### src/rtl/rvs_replace_pkg.sv
// Shared types and helpers for the RVS192 L1 victim-selection unit:
// policy/FSM encodings, Galois LFSR tap table, one-hot and PLRU tree helpers.
package rvs_replace_pkg;

    typedef enum logic [1:0] {
        REP_RANDOM = 2'd0,
        REP_RR     = 2'd1,
        REP_PLRU   = 2'd2
    } rep_policy_e;

    typedef logic [0:0] fsm_state_t;
    localparam fsm_state_t ST_IDLE  = 1'b0;
    localparam fsm_state_t ST_FLUSH = 1'b1;

    // Right-shift Galois masks of maximal-length polynomials, bit k-1 = x^k term.
    function automatic logic [31:0] lfsr_taps(input int width);
        logic [31:0] t;
        case (width)
            2:       t = 32'h0000_0003;
            3:       t = 32'h0000_0006;
            4:       t = 32'h0000_000C;
            5:       t = 32'h0000_0014;
            6:       t = 32'h0000_0030;
            7:       t = 32'h0000_0060;
            8:       t = 32'h0000_00B8;
            9:       t = 32'h0000_0110;
            10:      t = 32'h0000_0240;
            11:      t = 32'h0000_0500;
            12:      t = 32'h0000_0829;
            13:      t = 32'h0000_100D;
            14:      t = 32'h0000_2015;
            15:      t = 32'h0000_6000;
            16:      t = 32'h0000_B400;
            17:      t = 32'h0001_2000;
            18:      t = 32'h0002_0400;
            19:      t = 32'h0004_0023;
            20:      t = 32'h0009_0000;
            21:      t = 32'h0014_0000;
            22:      t = 32'h0030_0000;
            23:      t = 32'h0042_0000;
            24:      t = 32'h00E1_0000;
            32:      t = 32'h8020_0003;
            default: t = 32'h0000_B400;
        endcase
        return t;
    endfunction

    // Lowest set bit wins, so an illegal multi-hot vector resolves deterministically.
    function automatic logic [3:0] onehot2idx(input logic [15:0] vec);
        logic [3:0] idx;
        idx = 4'd0;
        for (int i = 15; i >= 0; i--) begin
            if (vec[i]) idx = 4'(i);
        end
        return idx;
    endfunction

    // Heap-ordered tree: node n has children 2n+1 (lower half) and 2n+2 (upper half).
    function automatic logic [3:0] plru_walk(input logic [14:0] nodes, input int levels);
        logic [3:0] idx;
        int         n;
        idx = 4'd0;
        n   = 0;
        for (int l = 0; l < 4; l++) begin
            if (l < levels) begin
                idx = {idx[2:0], nodes[n]};
                n   = 2 * n + 1 + (nodes[n] ? 1 : 0);
            end
        end
        return idx;
    endfunction

    function automatic logic [14:0] plru_touch(input logic [14:0] nodes, input logic [3:0] way,
                                               input int levels);
        logic [14:0] res;
        logic        d;
        int          n;
        res = nodes;
        n   = 0;
        for (int l = 0; l < 4; l++) begin
            if (l < levels) begin
                d      = way[levels - 1 - l];
                res[n] = ~d;
                n      = 2 * n + 1 + (d ? 1 : 0);
            end
        end
        return res;
    endfunction

endpackage

### src/rtl/rvs_replace_unit_lfsr.sv
// Galois LFSR with advance enable; a zero seed is replaced by 1 so the
// register can never lock up in the all-zero state.
module rvs_lfsr
    import rvs_replace_pkg::*;
#(
    parameter int           W    = 16,
    parameter logic [W-1:0] SEED = W'(1)
) (
    input  logic         clk_l1,
    input  logic         rst_n,
    input  logic         en,
    output logic [W-1:0] lfsr
);

    localparam logic [31:0]  TAPS_ALL = lfsr_taps(W);
    localparam logic [W-1:0] TAPS     = TAPS_ALL[W-1:0];
    localparam logic [W-1:0] SEED_NZ  = (SEED == '0) ? W'(1) : SEED;

    always_ff @(posedge clk_l1 or negedge rst_n) begin
        if (!rst_n) begin
            lfsr <= SEED_NZ;
        end else if (en) begin
            lfsr <= (lfsr >> 1) ^ (lfsr[0] ? TAPS : '0);
        end
    end

endmodule

### src/rtl/rvs_replace_unit.sv
// RVS192 L1 victim-selection unit: per-set replacement state (random / RR / tree-PLRU),
// registered one-hot victim, sequenced flush. Optional RVS_REPLACE_STAT_EN adds counters.
module rvs_replace_unit
    import rvs_replace_pkg::*;
#(
    parameter int WAY_NUM = 4,
    parameter int SET_NUM = 128,
    parameter int MODE    = 2,
    parameter int LFSR_W  = 16
) (
    input  logic                       clk_l1,
    input  logic                       rst_n,
    input  logic                       req_valid,
    input  logic [$clog2(SET_NUM)-1:0] req_set,
    input  logic [WAY_NUM-1:0]         valid,
    input  logic [WAY_NUM-1:0]         hit,
    output logic                       victim_valid,
    output logic [WAY_NUM-1:0]         victim_way,
    input  logic                       fill_valid,
    input  logic [$clog2(SET_NUM)-1:0] fill_set,
    input  logic [WAY_NUM-1:0]         fill_way,
    input  logic                       flush,
    output logic                       busy
`ifdef RVS_REPLACE_STAT_EN
    ,
    output logic [31:0]                stat_miss_cnt,
    output logic [31:0]                stat_evict_cnt
`endif
);

    localparam int          IDX_W  = $clog2(WAY_NUM);
    localparam int          SET_W  = $clog2(SET_NUM);
    localparam rep_policy_e POLICY = rep_policy_e'(MODE);

    fsm_state_t       state;
    logic [SET_W-1:0] flush_cnt;
    logic             idle;
    logic             is_hit;
    logic             all_valid;
    logic             miss;
    logic [3:0]       hit_idx;
    logic [3:0]       inv_idx;
    logic [3:0]       fill_idx;
    logic [IDX_W-1:0] policy_idx;
    logic [IDX_W-1:0] victim_idx;
    logic             unused_ok;

    assign idle       = (state == ST_IDLE);
    assign busy       = (state == ST_FLUSH);
    assign is_hit     = |hit;
    assign all_valid  = &valid;
    assign miss       = req_valid & idle & ~is_hit;
    assign hit_idx    = onehot2idx(16'(hit));
    assign inv_idx    = onehot2idx(16'(~valid));
    assign fill_idx   = onehot2idx(16'(fill_way));
    assign victim_idx = all_valid ? policy_idx : inv_idx[IDX_W-1:0];
    assign unused_ok  = ^{hit_idx, inv_idx, fill_idx, fill_set, fill_valid};

    // state | meaning
    // IDLE  | lookups, hit touches and fills accepted
    // FLUSH | flush_cnt walks sets 0..SET_NUM-1 clearing one per cycle
    always_ff @(posedge clk_l1 or negedge rst_n) begin
        if (!rst_n) begin
            state     <= ST_IDLE;
            flush_cnt <= '0;
        end else begin
            case (state)
                ST_IDLE: begin
                    if (flush) begin
                        state     <= ST_FLUSH;
                        flush_cnt <= '0;
                    end
                end
                ST_FLUSH: begin
                    if (flush_cnt == SET_W'(SET_NUM - 1)) state <= ST_IDLE;
                    flush_cnt <= flush_cnt + SET_W'(1);
                end
                default: state <= ST_IDLE;
            endcase
        end
    end

    always_ff @(posedge clk_l1 or negedge rst_n) begin
        if (!rst_n) begin
            victim_valid <= 1'b0;
            victim_way   <= '0;
        end else begin
            victim_valid <= miss;
            victim_way   <= miss ? (WAY_NUM'(1) << victim_idx) : '0;
        end
    end

    generate
        if (POLICY == REP_RANDOM) begin : g_random
            logic [LFSR_W-1:0] lfsr_q;
            logic              unused_lfsr;

            rvs_lfsr #(
                .W    (LFSR_W),
                .SEED (LFSR_W'(1))
            ) u_lfsr (
                .clk_l1 (clk_l1),
                .rst_n  (rst_n),
                .en     (miss),
                .lfsr   (lfsr_q)
            );

            assign policy_idx  = lfsr_q[IDX_W-1:0];
            assign unused_lfsr = ^lfsr_q;
        end else begin : g_state
            localparam int ST_W = (POLICY == REP_RR) ? IDX_W : WAY_NUM - 1;

            logic [ST_W-1:0] rep_state [SET_NUM];
            logic [ST_W-1:0] req_st;
            logic [ST_W-1:0] fill_st;
            logic [ST_W-1:0] hit_next;
            logic [ST_W-1:0] fill_next;

            assign req_st  = rep_state[req_set];
            assign fill_st = rep_state[fill_set];

            if (POLICY == REP_RR) begin : g_rr
                logic unused_rr;
                assign policy_idx = req_st;
                assign hit_next   = req_st;
                assign fill_next  = IDX_W'(fill_idx) + IDX_W'(1);
                assign unused_rr  = ^fill_st;
            end else begin : g_plru
                assign policy_idx = IDX_W'(plru_walk(15'(req_st), IDX_W));
                assign hit_next   = ST_W'(plru_touch(15'(req_st), hit_idx, IDX_W));
                assign fill_next  = ST_W'(plru_touch(15'(fill_st), fill_idx, IDX_W));
            end

            // Fill is written after the hit touch so it wins on a same-set collision.
            always_ff @(posedge clk_l1 or negedge rst_n) begin
                if (!rst_n) begin
                    for (int s = 0; s < SET_NUM; s++) rep_state[s] <= '0;
                end else if (!idle) begin
                    rep_state[flush_cnt] <= '0;
                end else begin
                    if (POLICY != REP_RR && req_valid && is_hit) rep_state[req_set] <= hit_next;
                    if (fill_valid) rep_state[fill_set] <= fill_next;
                end
            end
        end
    endgenerate

`ifdef RVS_REPLACE_STAT_EN
    always_ff @(posedge clk_l1 or negedge rst_n) begin
        if (!rst_n) begin
            stat_miss_cnt  <= '0;
            stat_evict_cnt <= '0;
        end else begin
            if (miss && stat_miss_cnt != '1) stat_miss_cnt <= stat_miss_cnt + 32'd1;
            if (miss && all_valid && stat_evict_cnt != '1) stat_evict_cnt <= stat_evict_cnt + 32'd1;
        end
    end
`endif

endmodule

### config.mk
export PLATFORM = sky130hd
export DESIGN_NAME = rvs_replace_unit
export DESIGN_NICKNAME = d
export VERILOG_FILES = /design/src/rtl/rvs_replace_pkg.sv /design/src/rtl/rvs_replace_unit_lfsr.sv /design/src/rtl/rvs_replace_unit.sv
export SDC_FILE = /design/constraint.sdc
export NUM_CORES = 2
export LEC_CHECK = 0
export CORE_MARGIN = 3
export CORE_UTILIZATION = 30
export CTS_CLUSTER_DIAMETER = 30
export DETAILED_ROUTE_END_ITERATION = 8
export PLACE_DENSITY_LB_ADDON = 0.12
export SLEW_MARGIN = 20
export SYNTH_ARGS = -nofsm -noshare
export SYNTH_HDL_FRONTEND = slang
export SYNTH_HIERARCHICAL = 1
export SYNTH_SLANG_ARGS = --single-unit
### constraint.sdc
create_clock -name clk_l1 -period 7.6 [get_ports clk_l1]
set_clock_uncertainty 0.05 [all_clocks]
set_input_delay 1.52 -clock clk_l1 [delete_from_list [all_inputs] [get_ports clk_l1]]
set_output_delay 1.52 -clock clk_l1 [all_outputs]
set_load 0.05 [all_outputs]
# Word-level counts from Yosys, hierarchy flattened

Cells that the tools add are included.

Add/subtract/negate cells: 4
Magnitude comparators: 11
Eq/ne operators: 2
Shift-type cells: 1
Muxes and demuxes: 61
Bitwise logic cells: 14
Reduce and logical (&&, ||, !) cells: 8

Operator list:

| operator            | count |
|---|---|
| $mux 384            | 4 |
| $bwmux 384          | 2 |
| $and 384x384->384   | 1 |
| $not 384->384       | 1 |
| $demux 3 s7         | 3 |
| $mux 2              | 25 |
| $bmux 3 s7          | 2 |
| $bwmux 15           | 2 |
| $ge 8x8->1 const B  | 3 |
| $lt 8x1->1 const B  | 3 |
| $not 7->8           | 3 |
| $mux 3              | 7 |
| $not 4->16          | 1 |
| $lt 2x5->1 const B  | 3 |
| $pmux 7 s2          | 1 |
| $mux 1              | 9 |
| $demux 1 s4         | 2 |
| $add 7x1->7 const B | 1 |
| $eq 7x7->1 const B  | 1 |
| $mux 7              | 1 |
| $add 1x1->2 const A | 3 |
| $logic_and 1x1->1   | 6 |
| $not 1->1           | 6 |
| $bmux 1 s4          | 1 |
| other kinds (8)     | 10 |

Flip-flop bits (word level): 397
Input bits: 31
Output and inout bits: 6
Logic and storage cells: 233

# Depth between registers and ports, before layout

Depth after elaboration: 20
Mapped depth: 16
Gate-level depth less buffers: 8

# Worst setup path before layout

Ideal clock, no wire load.

Path kind: input to register
Start point: input fill_set[2]
End point: register g_state.rep_state[289] (netlist name)
Setup time: 0.148 ns
Arrival time: 4.223 ns
Setup slack: 3.179 ns
Stages on the path: 12
Path buffers: 6
Cell sequence: buf_2 buf_2 buf_2 buf_1 mux4_2 mux4_2 mux2i_1 nor2_1 o41ai_2 buf_4 buf_4 o221ai_1

Cells in the longest elaborated chain, start to end: 8
Elaborated cells on any way between the ends: 13

Ends and longest elaborated chain:

| element                                                           | line                                             | RTL |
|---|---|---|
| start, declared                                                   | rvs_replace_unit.sv:20                           | `input logic [$clog2(SET_NUM)-1:0] fill_set,` |
| $not 7->8 (implied by the code) (*)                               | rvs_replace_unit.sv:120, rvs_replace_unit.sv:142 |  |
| $bmux 3 s7 (tied with other cells)                                | rvs_replace_unit.sv:120                          | `assign fill_st = rep_state[fill_set];` |
| $mux 3 (implied by the code) or $logic_and 1x1->1 (tied branches) | rvs_replace_unit.sv:120, rvs_replace_unit.sv:142 |  |
| $mux 3 (on tied branches)                                         | rvs_replace_unit.sv:120, rvs_replace_unit.sv:142 |  |
| $bwmux 15 or $demux 3 s7 (tied branches)                          | rvs_replace_pkg.sv:83, rvs_replace_unit.sv:142   |  |
| $bwmux 384 (*)                                                    | rvs_replace_unit.sv:142                          | `if (fill_valid) rep_state[fill_set] <= fill_next;` |
| $mux 384 (*)                                                      | rvs_replace_unit.sv:142                          |  |
| $mux 384 (*)                                                      | rvs_replace_unit.sv:138                          | `end else if (!idle) begin` |
| end signal, assigned by index                                     | rvs_replace_unit.sv:141                          | `if (POLICY != REP_RR && req_valid && is_hit) rep_state[req_set] <= hit_next;` |
| end signal, assigned by index                                     | rvs_replace_unit.sv:142                          |  |
| end, declared                                                     | rvs_replace_unit.sv:113                          | `logic [ST_W-1:0] rep_state [SET_NUM];` |

Mark *: on every way between the ends. The rest lies on a longest branch, timed or not. The select of a mux whose other input is x is not followed.
A chain may end at the register's enable or synchronous reset.

# Worst setup path after layout

Start point: input req_set[2]
End point: register g_state.rep_state[328] (netlist name)

Cells in the longest elaborated chain, start to end: 11
Elaborated cells on any way between the ends: 16

Ends and longest elaborated chain:

| element                                                           | line                                             | RTL |
|---|---|---|
| start, declared                                                   | rvs_replace_unit.sv:14                           | `input logic [$clog2(SET_NUM)-1:0] req_set,` |
| $not 7->8 (implied by the code) (*)                               | rvs_replace_unit.sv:119, rvs_replace_unit.sv:141 |  |
| $bmux 3 s7 (tied with other cells)                                | rvs_replace_unit.sv:119                          | `assign req_st = rep_state[req_set];` |
| $mux 3 (implied by the code) or $logic_and 1x1->1 (tied branches) | rvs_replace_unit.sv:119, rvs_replace_unit.sv:141 |  |
| $mux 3 (on tied branches)                                         | rvs_replace_unit.sv:119, rvs_replace_unit.sv:141 |  |
| $bwmux 15 or $demux 3 s7 (tied branches)                          | rvs_replace_pkg.sv:83, rvs_replace_unit.sv:141   |  |
| $bwmux 384 (*)                                                    | rvs_replace_unit.sv:141                          |  |
| $mux 384 (*)                                                      | rvs_replace_unit.sv:141                          |  |
| $mux 384 (*)                                                      | rvs_replace_unit.sv:138                          |  |
| $bwmux 384                                                        | rvs_replace_unit.sv:142                          |  |
| $mux 384 (*)                                                      | rvs_replace_unit.sv:142                          |  |
| $mux 384 (*)                                                      | rvs_replace_unit.sv:138                          |  |

Marks and branches as above.

==> report_table.html <==
<table>
<tr><th>Metric</th><th>Value</th></tr>
<tr><th colspan="2">Outcome</th></tr>
<tr><td>Status</td><td>complete, but fails checks</td></tr>
<tr><td>Violations in the final reports</td><td>design-rule violations</td></tr>
<tr><th colspan="2">Clock tree</th></tr>
<tr><td>TritonCTS clock tree</td><td>done</td></tr>
<tr><td>Root Buffer Master</td><td>sky130_fd_sc_hd__clkbuf_16</td></tr>
<tr><td>Clock insertion delay at the later pin of the skew report</td><td>about 0.73 ns</td></tr>
<tr><td>Number of buffers on the longest clock path</td><td>3</td></tr>
<tr><td>Clock transition at the registers of the reported paths</td><td>roughly 0.040 ns</td></tr>
<tr><td>Post-CTS Setup Bufs</td><td>0</td></tr>
<tr><td>Number of gates resized after CTS</td><td>0</td></tr>
<tr><td>Number of sinks driven by the clock tree</td><td>about 400</td></tr>
<tr><td>H-tree levels</td><td>4</td></tr>
<tr><td>Cts hold-fix bufs</td><td>0</td></tr>
<tr><td>CTS buffer count</td><td>about 130</td></tr>
<tr><th colspan="2">Logic synthesis</th></tr>
<tr><td>Synthesized Nets</td><td>3680</td></tr>
<tr><td>Post-synthesis share of cell area spent on xor and xnor gates</td><td>0%</td></tr>
<tr><td>Synth Area in Adders</td><td>less than 1%</td></tr>
<tr><td>Syn Std Cell Area</td><td>roughly 30000 um2</td></tr>
<tr><td>Mean Syn Cell Area</td><td>8.12 um2</td></tr>
<tr><td>Sequential cell area fraction in the yosys report</td><td>between 30% and 40%</td></tr>
<tr><td>Post-synth cell types</td><td>79</td></tr>
<tr><td>Most area-hungry cell type in the Yosys netlist</td><td>sky130_fd_sc_hd__dfrtp_1</td></tr>
<tr><td>Largest family of logic cells by synthesized area</td><td>compound AO/OA/AOI/OAI gates</td></tr>
<tr><td>Complex-gate fraction of the synthesized area</td><td>32.9%</td></tr>
<tr><td>Most area-consuming cells after synthesis</td><td>sky130_fd_sc_hd__dfrtp_1 (34%), sky130_fd_sc_hd__o21ai_0 (11%), sky130_fd_sc_hd__mux4_2 (7.1%)</td></tr>
<tr><td>Top-count cell post-synth</td><td>sky130_fd_sc_hd__o21ai_0</td></tr>
<tr><td>Simple-gate area share of the yosys netlist</td><td>16.1%</td></tr>
<tr><td>Count of state elements after synthesis</td><td>397</td></tr>
<tr><td>Asr flop ratio synth</td><td>100%</td></tr>
<tr><td>Post-Synthesis Cells</td><td>3648</td></tr>
<tr><td>Yosys warning total</td><td>6</td></tr>
<tr><td>Multiplexer share of the synthesized area</td><td>11.8%</td></tr>
<tr><td>Top_reg_cell synth</td><td>sky130_fd_sc_hd__dfrtp_1</td></tr>
<tr><td>Area share of the largest cell type after synthesis</td><td>between 30% and 40%</td></tr>
<tr><td>Most numerous cell types in the synthesized netlist</td><td>sky130_fd_sc_hd__o21ai_0 (649), sky130_fd_sc_hd__nor2_1 (436), sky130_fd_sc_hd__nand2_1 (429)</td></tr>
<tr><td>Count of flip-flops with a built-in enable after synthesis</td><td>0</td></tr>
<tr><th colspan="2">Routing</th></tr>
<tr><td>Per-cell routed wire length</td><td>34.2 um</td></tr>
<tr><td>Antenna Nets Post-Route</td><td>0</td></tr>
<tr><td>Detailed Routing Iterations Pass 1</td><td>9</td></tr>
<tr><td>Total wirelength of the detailed-routed design</td><td>171000 um</td></tr>
<tr><td>Drt initial violations</td><td>4928</td></tr>
<tr><td>Vias per Instance</td><td>6.80</td></tr>
<tr><td>Routed vias</td><td>33.9k</td></tr>
<tr><td># DRC</td><td>3</td></tr>
<tr><th colspan="2">Placed design</th></tr>
<tr><td>Gp weighted congestion</td><td>between 0.9 and 1</td></tr>
<tr><td>Detailed placement HPWL</td><td>108000 um</td></tr>
<tr><td>Post-Place Worst Slack</td><td>1.12 ns</td></tr>
<tr><td>Number of I/O port buffers</td><td>36</td></tr>
<tr><th colspan="2">Worst setup path</th></tr>
<tr><td>Delay of the slowest cell on the worst path</td><td>1.00 ns</td></tr>
<tr><td>Worst path required time</td><td>between 8 and 9 ns</td></tr>
<tr><td>Most Frequent Cell on Critical Path</td><td>sky130_fd_sc_hd__buf_4</td></tr>
<tr><td>Largest driver fanout on the critical path</td><td>73</td></tr>
<tr><td>CP max stage cell</td><td>sky130_fd_sc_hd__a2111oi_0</td></tr>
<tr><td>Startpoint Class</td><td>input port</td></tr>
<tr><td>Start-to-end type of the worst setup path</td><td>input port to flip-flop</td></tr>
<tr><td>Data arrival time at the worst-slack endpoint</td><td>about 6.5 ns</td></tr>
<tr><td>Critical-path cell list</td><td>buf_6 &gt; buf_4 &gt; mux4_2 &gt; or2_2 &gt; o211ai_1 &gt; a2111oi_0 &gt; a41oi_1 &gt; o21ai_4 &gt; buf_4 &gt; mux2i_1 &gt; o221ai_2</td></tr>
<tr><td>Kind of end point of the critical path</td><td>flip-flop</td></tr>
<tr><th colspan="2">Timing</th></tr>
<tr><td>Portion of the clock cycle consumed by the worst path in the final layout</td><td>around 78%</td></tr>
<tr><td>Sum of negative setup slack</td><td>0 ns</td></tr>
<tr><td>Worst slew margin relative to its limit</td><td>20.6%</td></tr>
<tr><td>Final setup violation count</td><td>0</td></tr>
<tr><td>Crit path time final</td><td>5.92 ns</td></tr>
<tr><td>Final Hold Fails</td><td>0</td></tr>
<tr><td>Hold_ws</td><td>0.420 ns</td></tr>
<tr><td>Min setup slack post-route</td><td>1.68 ns</td></tr>
<tr><td>Slew at the pin closest to its max-slew limit</td><td>between 1 and 1.5 ns</td></tr>
<tr><td>Final number of max-transition violations</td><td>0</td></tr>
<tr><td>Maximum clock frequency</td><td>169 MHz</td></tr>
<tr><td>Setup repair after global routing missed its margin</td><td>no</td></tr>
<tr><th colspan="2">GRT</th></tr>
<tr><td>Number of global-route vias before repair</td><td>approximately 32k</td></tr>
<tr><td>Wire length of the first global-routing pass</td><td>242000 um</td></tr>
<tr><td>Global-route usage over all layers</td><td>approximately 32%</td></tr>
<tr><td>Pin count of the biggest net entering global routing</td><td>180</td></tr>
<tr><td>Number of antenna violations at the first check in global routing</td><td>14</td></tr>
<tr><td>Residual overflow from global routing</td><td>0</td></tr>
<tr><th colspan="2">Power and ir drop</th></tr>
<tr><td>Part of the total power dissipated in the clock network</td><td>50.6%</td></tr>
<tr><td>Internal Power</td><td>about 0.007 W</td></tr>
<tr><td>Comb pwr share</td><td>a little over a fifth</td></tr>
<tr><td>Net switching share of the total power</td><td>34.5%</td></tr>
<tr><td>Standby leakage power</td><td>12.5 nW</td></tr>
<tr><td>P_sw</td><td>0.00375 W</td></tr>
<tr><td>Fraction of power consumed by sequential logic</td><td>roughly 28%</td></tr>
<tr><td>Power Dens Cells</td><td>approximately 300 nW/um2</td></tr>
<tr><td>Worst ir drop on vdd</td><td>0.143 mV</td></tr>
<tr><th colspan="2">Layout</th></tr>
<tr><td>Ratio of cells with drive above 1 in the final layout</td><td>a little over an eighth</td></tr>
<tr><td>Filler cells</td><td>10.0k</td></tr>
<tr><td>Nets</td><td>3641</td></tr>
<tr><td>Area overhead of the layout relative to synthesis</td><td>20.8%</td></tr>
<tr><th colspan="2">Die</th></tr>
<tr><td>Number of placement rows</td><td>114</td></tr>
<tr><td>Die Y-Extent</td><td>320 um</td></tr>
<tr><td>Top-level I/O count</td><td>37</td></tr>
<tr><td>Die W</td><td>320 um</td></tr>
<tr><td>Die ar.</td><td>a little over 100000 um2</td></tr>
<tr><td>Initial Utilization</td><td>30.4%</td></tr>
<tr><td>Core Footprint</td><td>97300 um2</td></tr>
<tr><th colspan="2">Flow run</th></tr>
<tr><td>Max-capacitance violation count</td><td>0</td></tr>
<tr><th colspan="2">Hold path</th></tr>
<tr><td>Kind of path behind the tightest hold check</td><td>flip-flop to flip-flop</td></tr>
</table>
==> critical path: cells and delay by family <==
family,cells,cell delay [ns]
AO/OA/AOI/OAI,5,2.37
multiplexers,2,0.45
buffers and inverters,3,1.92
AND/OR/NAND/NOR,1,0.10
==> sequential cells by signal (all words and copies together), names as in the netlist <==
signal and flops:
busy 1, victim_way 4, g_state.rep_state 384, flush_cnt 7, victim_valid 1
==> cell type report <==
class	count	area (um2)	share of cell area [%]
Antenna cell	3	7.51	0.0210
Clock inverter	45	584	1.63
Timing Repair Buffer	146	1300	3.64
Clock buffer	194	3920	11.0
Sequential cell	397	9940	27.8
Inverter	65	246	0.689
Multi-Input combinational cell	2865	18200	50.8
Tap cell	1276	1600	4.46
==> through the flow <==
step	total power [W]	std cells	area (um2)	utilization (%)
detailed placement	0.00528	4749	31300	32.1
floorplan	0.00417	3648	29600	-
finish	0.0109	4991	35800	36.8
CTS	0.0108	4988	35800	36.8
global route	0.0112	4988	35800	36.8
global placement	0.00529	4749	31300	32.1
==> path summary, 6_finish.rpt <==
check | from | end | slack (ns) | depth (start not counted)
worst max-delay path | req_set[2] | g_state.rep_state[328]$_DFF_PN0_ | 1.68 | 11
worst min-delay path | g_state.rep_state[372]$_DFF_PN0_ | g_state.rep_state[372]$_DFF_PN0_ | 0.42 | 2
worst max register to register | g_state.rep_state[109]$_DFF_PN0_ | g_state.rep_state[328]$_DFF_PN0_ | 3.02 | 9
worst min register to register | g_state.rep_state[372]$_DFF_PN0_ | g_state.rep_state[372]$_DFF_PN0_ | 0.42 | 2
max in group asynchronous | rst_n | g_state.rep_state[115]$_DFF_PN0_ | 5.45 | 2
min in group asynchronous | rst_n | g_state.rep_state[210]$_DFF_PN0_ | 0.69 | 1
==> kinds of logic after synthesis <==
group                    Yosys count
AO/OA/AOI/OAI                   1506
AND/OR/NAND/NOR                 1130
flip-flops                       397
buffers and inverters            386
multiplexers                     228
adder cells (fa/ha/maj)            1
==> power groups by stage <==
| stage | sequential [W] | clock [W] | combinational, W |
|---|---|---|---|
| floorplan | 0.00274 | 0 | 0.00143 |
| global placement | 0.00302 | 0 | 0.00227 |
| detailed placement | 0.00301 | 0 | 0.00227 |
| CTS | 0.00298 | 0.00554 | 0.00228 |
| global route | 0.00304 | 0.00568 | 0.00247 |
| finish | 0.00301 | 0.00550 | 0.00235 |
==> per-layer routing <==
| layer | part of all wire [%] | GRT usage, % |
|---|---|---|
| met1 | 41 | 43.9 |
| met2 | 41 | 45.5 |
| met3 | 12 | 10.1 |
| met4 | 6.0 | 18.0 |
| met5 | 0.049 | 0 |
==> cells in the final DEF, fill, tap and decap left out, types with 32 or more instances in the layout <==
cell type                   instances
sky130_fd_sc_hd__o21ai_0          649
sky130_fd_sc_hd__nor2_1           432
sky130_fd_sc_hd__nand2_1          421
sky130_fd_sc_hd__dfrtp_1          396
sky130_fd_sc_hd__a21oi_1          145
sky130_fd_sc_hd__clkbuf_16        137
sky130_fd_sc_hd__a32oi_1          127
sky130_fd_sc_hd__o221ai_1         119
sky130_fd_sc_hd__o211ai_1         117
sky130_fd_sc_hd__buf_4            104
sky130_fd_sc_hd__mux2i_1          101
sky130_fd_sc_hd__mux4_2            94
sky130_fd_sc_hd__o31ai_1           84
sky130_fd_sc_hd__nor3_1            79
sky130_fd_sc_hd__inv_1             60
sky130_fd_sc_hd__nand3_1           51
sky130_fd_sc_hd__o22ai_1           40
sky130_fd_sc_hd__a221oi_1          39
sky130_fd_sc_hd__a22oi_1           33
sky130_fd_sc_hd__mux2_2            32
Note: power is estimated with default switching activity, not from simulation.
